===== src/rtl/alu_req_unit.sv =====
// Handshaked ALU execution unit: one request in, one registered result with flags out.
// Define ALU_MUL_EN to build the iterative shift-add multiplier (s=3'b111); otherwise it returns zero.
module alu_req_unit #(
  parameter int unsigned WIDTH = 4
) (
  input  logic             clk,
  input  logic             rst,
  input  logic             req_valid,
  output logic             req_ready,
  input  logic [WIDTH-1:0] a,
  input  logic [WIDTH-1:0] b,
  input  logic [2:0]       s,
  output logic             resp_valid,
  input  logic             resp_ready,
  output logic [WIDTH-1:0] y,
  output logic             carry,
  output logic             zero
);

`ifdef ALU_MUL_EN
  localparam int unsigned ACC_W = 2 * WIDTH;
  localparam int unsigned CNT_W = (WIDTH > 2) ? $clog2(WIDTH) : 1;

  typedef enum logic [1:0] {
    IDLE = 2'd0,
    EXEC = 2'd1,
    RESP = 2'd2
  } state_e;
`else
  typedef enum logic [1:0] {
    IDLE = 2'd0,
    RESP = 2'd2
  } state_e;
`endif

  state_e state_q, state_d;

  logic             req_ready_q,  req_ready_d;
  logic             resp_valid_q, resp_valid_d;
  logic [WIDTH-1:0] y_q,          y_d;
  logic             carry_q,      carry_d;
  logic             zero_q,       zero_d;

`ifdef ALU_MUL_EN
  logic [WIDTH-1:0] a_q,   a_d;
  logic [WIDTH-1:0] b_q,   b_d;
  logic [CNT_W-1:0] cnt_q, cnt_d;
  logic [ACC_W-1:0] acc_q, acc_d;
  logic [ACC_W-1:0] acc_sum;
  logic             mul_last;
`endif

  // Single-cycle result computed straight from the request inputs
  logic [WIDTH:0]   sum_w;
  logic [WIDTH:0]   diff_w;
  logic [WIDTH-1:0] alu_y;
  logic             alu_c;

  always_comb begin : alu_p
    sum_w  = {1'b0, a} + {1'b0, b};
    diff_w = {1'b0, a} - {1'b0, b};
    alu_y  = '0;
    alu_c  = 1'b0;
    case (s)
      3'b000: begin alu_y = sum_w[WIDTH-1:0];  alu_c = sum_w[WIDTH];  end
      3'b001: begin alu_y = diff_w[WIDTH-1:0]; alu_c = diff_w[WIDTH]; end
      3'b010: alu_y = a & b;
      3'b011: alu_y = a | b;
      3'b100: alu_y = a ^ b;
      3'b101: alu_y = ~a;
      3'b110: begin alu_y = {a[WIDTH-2:0], 1'b0}; alu_c = a[WIDTH-1]; end
      default: begin alu_y = '0; alu_c = 1'b0; end
    endcase
  end

`ifdef ALU_MUL_EN
  always_comb begin : mul_step_p
    acc_sum  = acc_q + (b_q[cnt_q] ? (ACC_W'(a_q) << cnt_q) : '0);
    mul_last = (cnt_q == CNT_W'(WIDTH - 1));
  end
`endif

  always_ff @(posedge clk or posedge rst) begin : state_reg_p
    if (rst) state_q <= IDLE;
    else     state_q <= state_d;
  end

  always_comb begin : next_state_p
    state_d = state_q;
    case (state_q)
      IDLE: begin
        if (req_valid) begin
`ifdef ALU_MUL_EN
          state_d = (s == 3'b111) ? EXEC : RESP;
`else
          state_d = RESP;
`endif
        end
      end
`ifdef ALU_MUL_EN
      EXEC: if (mul_last) state_d = RESP;
`endif
      RESP: if (resp_ready) state_d = IDLE;
      default: state_d = IDLE;
    endcase
  end

  // Handshake flags follow the next state so they are valid straight out of a flop
  always_comb begin : output_p
    req_ready_d  = (state_d == IDLE);
    resp_valid_d = (state_d == RESP);
    y_d          = y_q;
    carry_d      = carry_q;
`ifdef ALU_MUL_EN
    a_d   = a_q;
    b_d   = b_q;
    cnt_d = cnt_q;
    acc_d = acc_q;
`endif
    case (state_q)
      IDLE: begin
        if (req_valid) begin
`ifdef ALU_MUL_EN
          a_d   = a;
          b_d   = b;
          cnt_d = '0;
          acc_d = '0;
          if (s != 3'b111) begin
            y_d     = alu_y;
            carry_d = alu_c;
          end
`else
          y_d     = alu_y;
          carry_d = alu_c;
`endif
        end
      end
`ifdef ALU_MUL_EN
      EXEC: begin
        acc_d = acc_sum;
        cnt_d = cnt_q + CNT_W'(1);
        if (mul_last) begin
          y_d     = acc_sum[WIDTH-1:0];
          carry_d = |acc_sum[ACC_W-1:WIDTH];
        end
      end
`endif
      default: ;
    endcase
    zero_d = (y_d == '0);
  end

  always_ff @(posedge clk or posedge rst) begin : out_reg_p
    if (rst) begin
      req_ready_q  <= 1'b1;
      resp_valid_q <= 1'b0;
      y_q          <= '0;
      carry_q      <= 1'b0;
      zero_q       <= 1'b1;
`ifdef ALU_MUL_EN
      a_q   <= '0;
      b_q   <= '0;
      cnt_q <= '0;
      acc_q <= '0;
`endif
    end else begin
      req_ready_q  <= req_ready_d;
      resp_valid_q <= resp_valid_d;
      y_q          <= y_d;
      carry_q      <= carry_d;
      zero_q       <= zero_d;
`ifdef ALU_MUL_EN
      a_q   <= a_d;
      b_q   <= b_d;
      cnt_q <= cnt_d;
      acc_q <= acc_d;
`endif
    end
  end

  assign req_ready  = req_ready_q;
  assign resp_valid = resp_valid_q;
  assign y          = y_q;
  assign carry      = carry_q;
  assign zero       = zero_q;

endmodule


===== config.mk =====
export PLATFORM = sky130hd
export DESIGN_NAME = alu_req_unit
export DESIGN_NICKNAME = d
export VERILOG_FILES = /design/src/rtl/alu_req_unit.sv
export SDC_FILE = /design/constraint.sdc
export NUM_CORES = 1
export LEC_CHECK = 0
export CAP_MARGIN = 20
export CORE_ASPECT_RATIO = 1.5
export CORE_MARGIN = 4
export CORE_UTILIZATION = 40
export CTS_BUF_LIST = sky130_fd_sc_hd__clkbuf_4
export DETAILED_ROUTE_END_ITERATION = 7
export PLACE_DENSITY_LB_ADDON = 0.1
export SYNTH_ARGS = -nofsm -noshare
export SYNTH_HDL_FRONTEND = slang
export SYNTH_SLANG_ARGS = --single-unit

===== constraint.sdc =====
create_clock -name clk -period 1.9 [get_ports clk]
set_input_delay 0.475 -clock clk [delete_from_list [all_inputs] [get_ports clk]]
set_output_delay 0.475 -clock clk [all_outputs]
set_load 0.02 [all_outputs]

==> metrics.txt <==
# TYPE chip_impl_metric gauge
chip_impl_info{name="status",value="finished with violations"} 1
chip_impl_info{name="violations_in_the_final_reports",value="setup timing"} 1
chip_impl_metric{name="syn_area",unit="um^2"} 996
chip_impl_metric{name="syn_nets",unit=""} 145
chip_impl_metric{name="worstPathArrival",unit="ns"} 2.09
chip_impl_metric{name="initial_core_util",unit=""} 0.431
chip_impl_metric{name="floorplan.io_pins",unit=""} 23
chip_impl_metric{name="drt-pass1-iter-count",unit=""} 4
chip_impl_metric{name="maxClockFrequency",unit="MHz"} 521
chip_impl_metric{name="placement_rows",unit=""} 21
chip_impl_metric{name="cts_made_buffers",unit=""} 3
chip_impl_metric{name="rr_worst_depth",unit=""} 5
chip_impl_metric{name="layout_worst_path_cycle_share",unit=""} 1.01
chip_impl_metric{name="wl",unit="mm"} 3.13
chip_impl_metric{name="cts_max_level",unit=""} 1
chip_impl_info{name="dominant_combinational_cell_family_by_area_after_synthesis",value="compound AO/OA/AOI/OAI gates"} 1
chip_impl_metric{name="register_area_share_after_synthesis",unit=""} 0.254
chip_impl_metric{name="core_area",unit="um^2"} 2310
chip_impl_metric{name="cp.required",unit="ns"} 2.07
chip_impl_metric{name="die-width",unit="um"} 48.7
chip_impl_info{name="setup_repair_after_global_routing_missed_its_margin",value="true"} 1
chip_impl_metric{name="worst_clock_skew",unit="ns"} 0.00269
chip_impl_metric{name="power_share_of_the_sequential_group",unit=""} 0.302
chip_impl_metric{name="fin_hold_ws",unit="ns"} 0.472
chip_impl_metric{name="power.share.combinational",unit=""} 0.548
chip_impl_info{name="cts_root_buf",value="sky130_fd_sc_hd__clkbuf_4"} 1
chip_impl_metric{name="total_leakage_power",unit="uW"} 0.000853
chip_impl_info{name="worst_setup_path_end_kind",value="flip-flop"} 1
chip_impl_metric{name="synth_warnings",unit=""} 0
chip_impl_metric{name="drt_drc_violations_left",unit=""} 0
chip_impl_metric{name="clockBufferDepth",unit=""} 2
chip_impl_info{name="critical_path_class",value="primary input to flip-flop"} 1
chip_impl_metric{name="syn-mean-instance-area",unit="um^2"} 8.59
chip_impl_metric{name="distinct_cell_type_count_after_synthesis",unit=""} 40
chip_impl_metric{name="clk_pin_slew_worst_paths",unit="ns"} 0.06
chip_impl_metric{name="drt-vias-per-instance",unit=""} 5.47
chip_impl_metric{name="port-buffer-count",unit=""} 22
chip_impl_metric{name="grt_first_pass_wirelength",unit="mm"} 5.21
chip_impl_metric{name="internal_dissipation",unit="uW"} 589
chip_impl_metric{name="synth.area.mux_share",unit=""} 0.0214
chip_impl_metric{name="antenna_violations_before_repair",unit=""} 0
chip_impl_metric{name="area_delta_synth_final",unit="%"} 81.4
chip_impl_metric{name="synth_compound_gate_area_share",unit=""} 0.229
chip_impl_metric{name="layout-drive-gt1-share",unit=""} 0.494
chip_impl_info{name="timing.critical_path.from_type",value="primary input"} 1
chip_impl_metric{name="cts.sink_count",unit=""} 10
chip_impl_metric{name="timing_hold_violations_final",unit=""} 0
chip_impl_metric{name="final_core_utilization",unit=""} 0.781
chip_impl_metric{name="gp_routability_congestion",unit=""} 0.796
chip_impl_metric{name="drt.antenna.violating_nets",unit=""} 0
chip_impl_metric{name="worst_slack",unit="ns"} -0.0179
chip_impl_metric{name="critical_path_peak_fanout",unit=""} 3
chip_impl_metric{name="area_share_of_xor_xnor_cells_in_the_synthesized_design",unit=""} 0.0176
chip_impl_metric{name="detailed_place_hpwl",unit="mm"} 2.14
chip_impl_metric{name="timing.max_cap.violations",unit=""} 0
chip_impl_metric{name="report.power.total",unit="uW"} 895
chip_impl_metric{name="globalRouteTotalUtil",unit=""} 0.187
chip_impl_metric{name="via_total_after_detailed_routing",unit=""} 1077
chip_impl_metric{name="cellPowerDensity",unit="nW/um^2"} 495
chip_impl_metric{name="yosys.area_share.simple",unit=""} 0.185
chip_impl_metric{name="synth_fa_ha_area_frac",unit=""} 0.191
chip_impl_metric{name="post_synthesis_cell_count",unit=""} 116
chip_impl_metric{name="worstHoldPathCells",unit=""} 1
chip_impl_metric{name="die_h",unit="um"} 69.1
chip_impl_metric{name="design.final.nets",unit=""} 205
chip_impl_metric{name="swShare",unit=""} 0.342
chip_impl_info{name="timing.hold.worst.class",value="flip-flop to flip-flop"} 1
chip_impl_metric{name="power.clock.fraction",unit=""} 0.150
chip_impl_metric{name="final_period_minus_worst_setup_slack",unit="ns"} 1.92
chip_impl_metric{name="net-switching-power",unit="uW"} 306
chip_impl_metric{name="postCtsHoldBufs",unit=""} 0
chip_impl_metric{name="setup-violations-final",unit=""} 1
chip_impl_metric{name="slew_violations",unit=""} 0
chip_impl_metric{name="routedWlPerCell",unit="um"} 15.9
chip_impl_metric{name="vdd_ir_drop_max",unit="uV"} 285
chip_impl_metric{name="synth_seq_cells",unit=""} 10
chip_impl_metric{name="clock_latency",unit="ns"} 0.25
chip_impl_metric{name="grt_start_max_net_pins",unit=""} 11
chip_impl_metric{name="total_global_routing_overflow",unit=""} 0
chip_impl_metric{name="n_antenna_cell",unit=""} 0
chip_impl_info{name="cts_tree",value="done"} 1
chip_impl_metric{name="num-fill-cells",unit=""} 143
chip_impl_metric{name="detailedRoute.firstIterationViolations",unit=""} 32
chip_impl_metric{name="floorplan.die_area",unit="um^2"} 3370
chip_impl_metric{name="vias_in_the_first_global_route",unit=""} 1176
worst paths after layout:
path	start	endpoint	slack (ns)
worst min register to register	state_q[0]	resp_valid	0.47
min in group asynchronous	rst	carry	0.49
max in group asynchronous	rst	req_ready	1.10
worst max register to register	state_q[1]	zero	-0.02
worst max-delay path	a[0]	zero	-0.02
worst min-delay path	state_q[0]	resp_valid	0.47
registers in the layout, summed over array words and instances, names as in the netlist:
name	flops
carry	1
req_ready	1
resp_valid	1
state_q	2
y	4
zero	1
synth_stat cells, drive strengths merged:
cell     instances  area, um^2
inv             14        52.6
ha              12         150
dfrtp            8         200
nor2             8        30.0
buf              7        46.3
nand2            7        26.3
a21oi            6        30.0
nor2b            4        25.0
o21ai            4        20.0
a2111oi          3        26.3
a21o             3        22.5
nand2b           3        18.8
nor3             3        15.0
o31ai            3        27.5
or4              3        26.3
a211oi           2        15.0
a31oi            2        12.5
dfstp            2        52.6
fa               2        40.0
nand3            2        10.0
o211ai           2        15.0
o22ai            2        12.5
a211o            1        10.0
a21boi           1        7.51
a221o            1        10.0
a311o            1        10.0
and3             1        6.26
conb             1        3.75
mux2             1        11.3
mux2i            1        10.0
nand3b           1        7.51
nor4bb           1        10.0
o2bb2ai          1        8.76
or3b             1        8.76
xnor2            1        8.76
xor2             1        8.76
placed cells by master (no fill, tap or decap), types with 4 or more instances in the layout:
master	netlist	routed
sky130_fd_sc_hd__buf_4	2	36
sky130_fd_sc_hd__clkdlybuf4s50_1	0	10
sky130_fd_sc_hd__nor2_1	8	8
sky130_fd_sc_hd__dfrtp_1	8	8
sky130_fd_sc_hd__inv_1	14	7
sky130_fd_sc_hd__nand2_1	7	6
sky130_fd_sc_hd__ha_4	0	6
sky130_fd_sc_hd__a21oi_1	6	5
sky130_fd_sc_hd__ha_1	12	5
sky130_fd_sc_hd__buf_8	0	4
kinds of logic after synthesis:
kind of cell,Yosys count
AO/OA/AOI/OAI,32
XOR/XNOR,2
adder cells (fa/ha/maj),14
buffers and inverters,21
flip-flops,10
multiplexers,2
other,1
AND/OR/NAND/NOR,34
cell type report:
cell class	count	area, um^2	area share
clock buffer	3	22.5	0.0125
inverter	14	72.6	0.0402
multi-input combinational	85	840	0.465
timing repair buffer	62	591	0.327
sequential	10	253	0.140
tap	23	28.8	0.0159
what timing repair did:
item,4_1_cts,5_1_grt
endpoints found under the setup margin,6,4
gates cloned,1,0
resized for setup,71,10
pin swaps,16,10
setup buffers,9,1
power groups by stage:
stage,registers (uW),logic (uW),clock network (uW)
3_3_place_gp,272,372,0
2_1_floorplan,310,163,0
3_5_place_dp,274,376,0
4_1_cts,270,468,136
6_report,270,491,134
5_1_grt,275,523,153
worst max-delay path: stages:
cell and delay (ns):
sky130_fd_sc_hd__buf_8 0.09, sky130_fd_sc_hd__inv_4 0.03, sky130_fd_sc_hd__ha_4 0.15, sky130_fd_sc_hd__fa_2 0.52, sky130_fd_sc_hd__nor2_1 0.04, sky130_fd_sc_hd__a21oi_1 0.17, sky130_fd_sc_hd__o2bb2ai_1 0.12, sky130_fd_sc_hd__o21ai_1 0.17
sky130_fd_sc_hd__nor4bb_4 0.31
metrics by stage:
stage,setup TNS (ns),area [um^2],setup WS (ns),std cells
final,-0.0179,1810,-0.0179,197
after global routing,-0.120,1810,-0.0806,197
after CTS,-0.00513,1760,-0.00513,196
after detailed placement,-3.26,1490,-0.760,183
after global placement,-3.12,1490,-0.693,183
after floorplan,-0.0524,1060,-0.0522,116
per-layer routing:
metal  routed length (um)  up-vias  part of all wire  track usage
li1                     -      525                 -            -
met1                 1150      510              0.37        0.194
met2                 1770       30              0.57        0.358
met3                  114       12             0.036       0.0194
met4                   93        0             0.030       0.0838
met5                    0        -                 0            0
(Power assumes the default switching activity.)
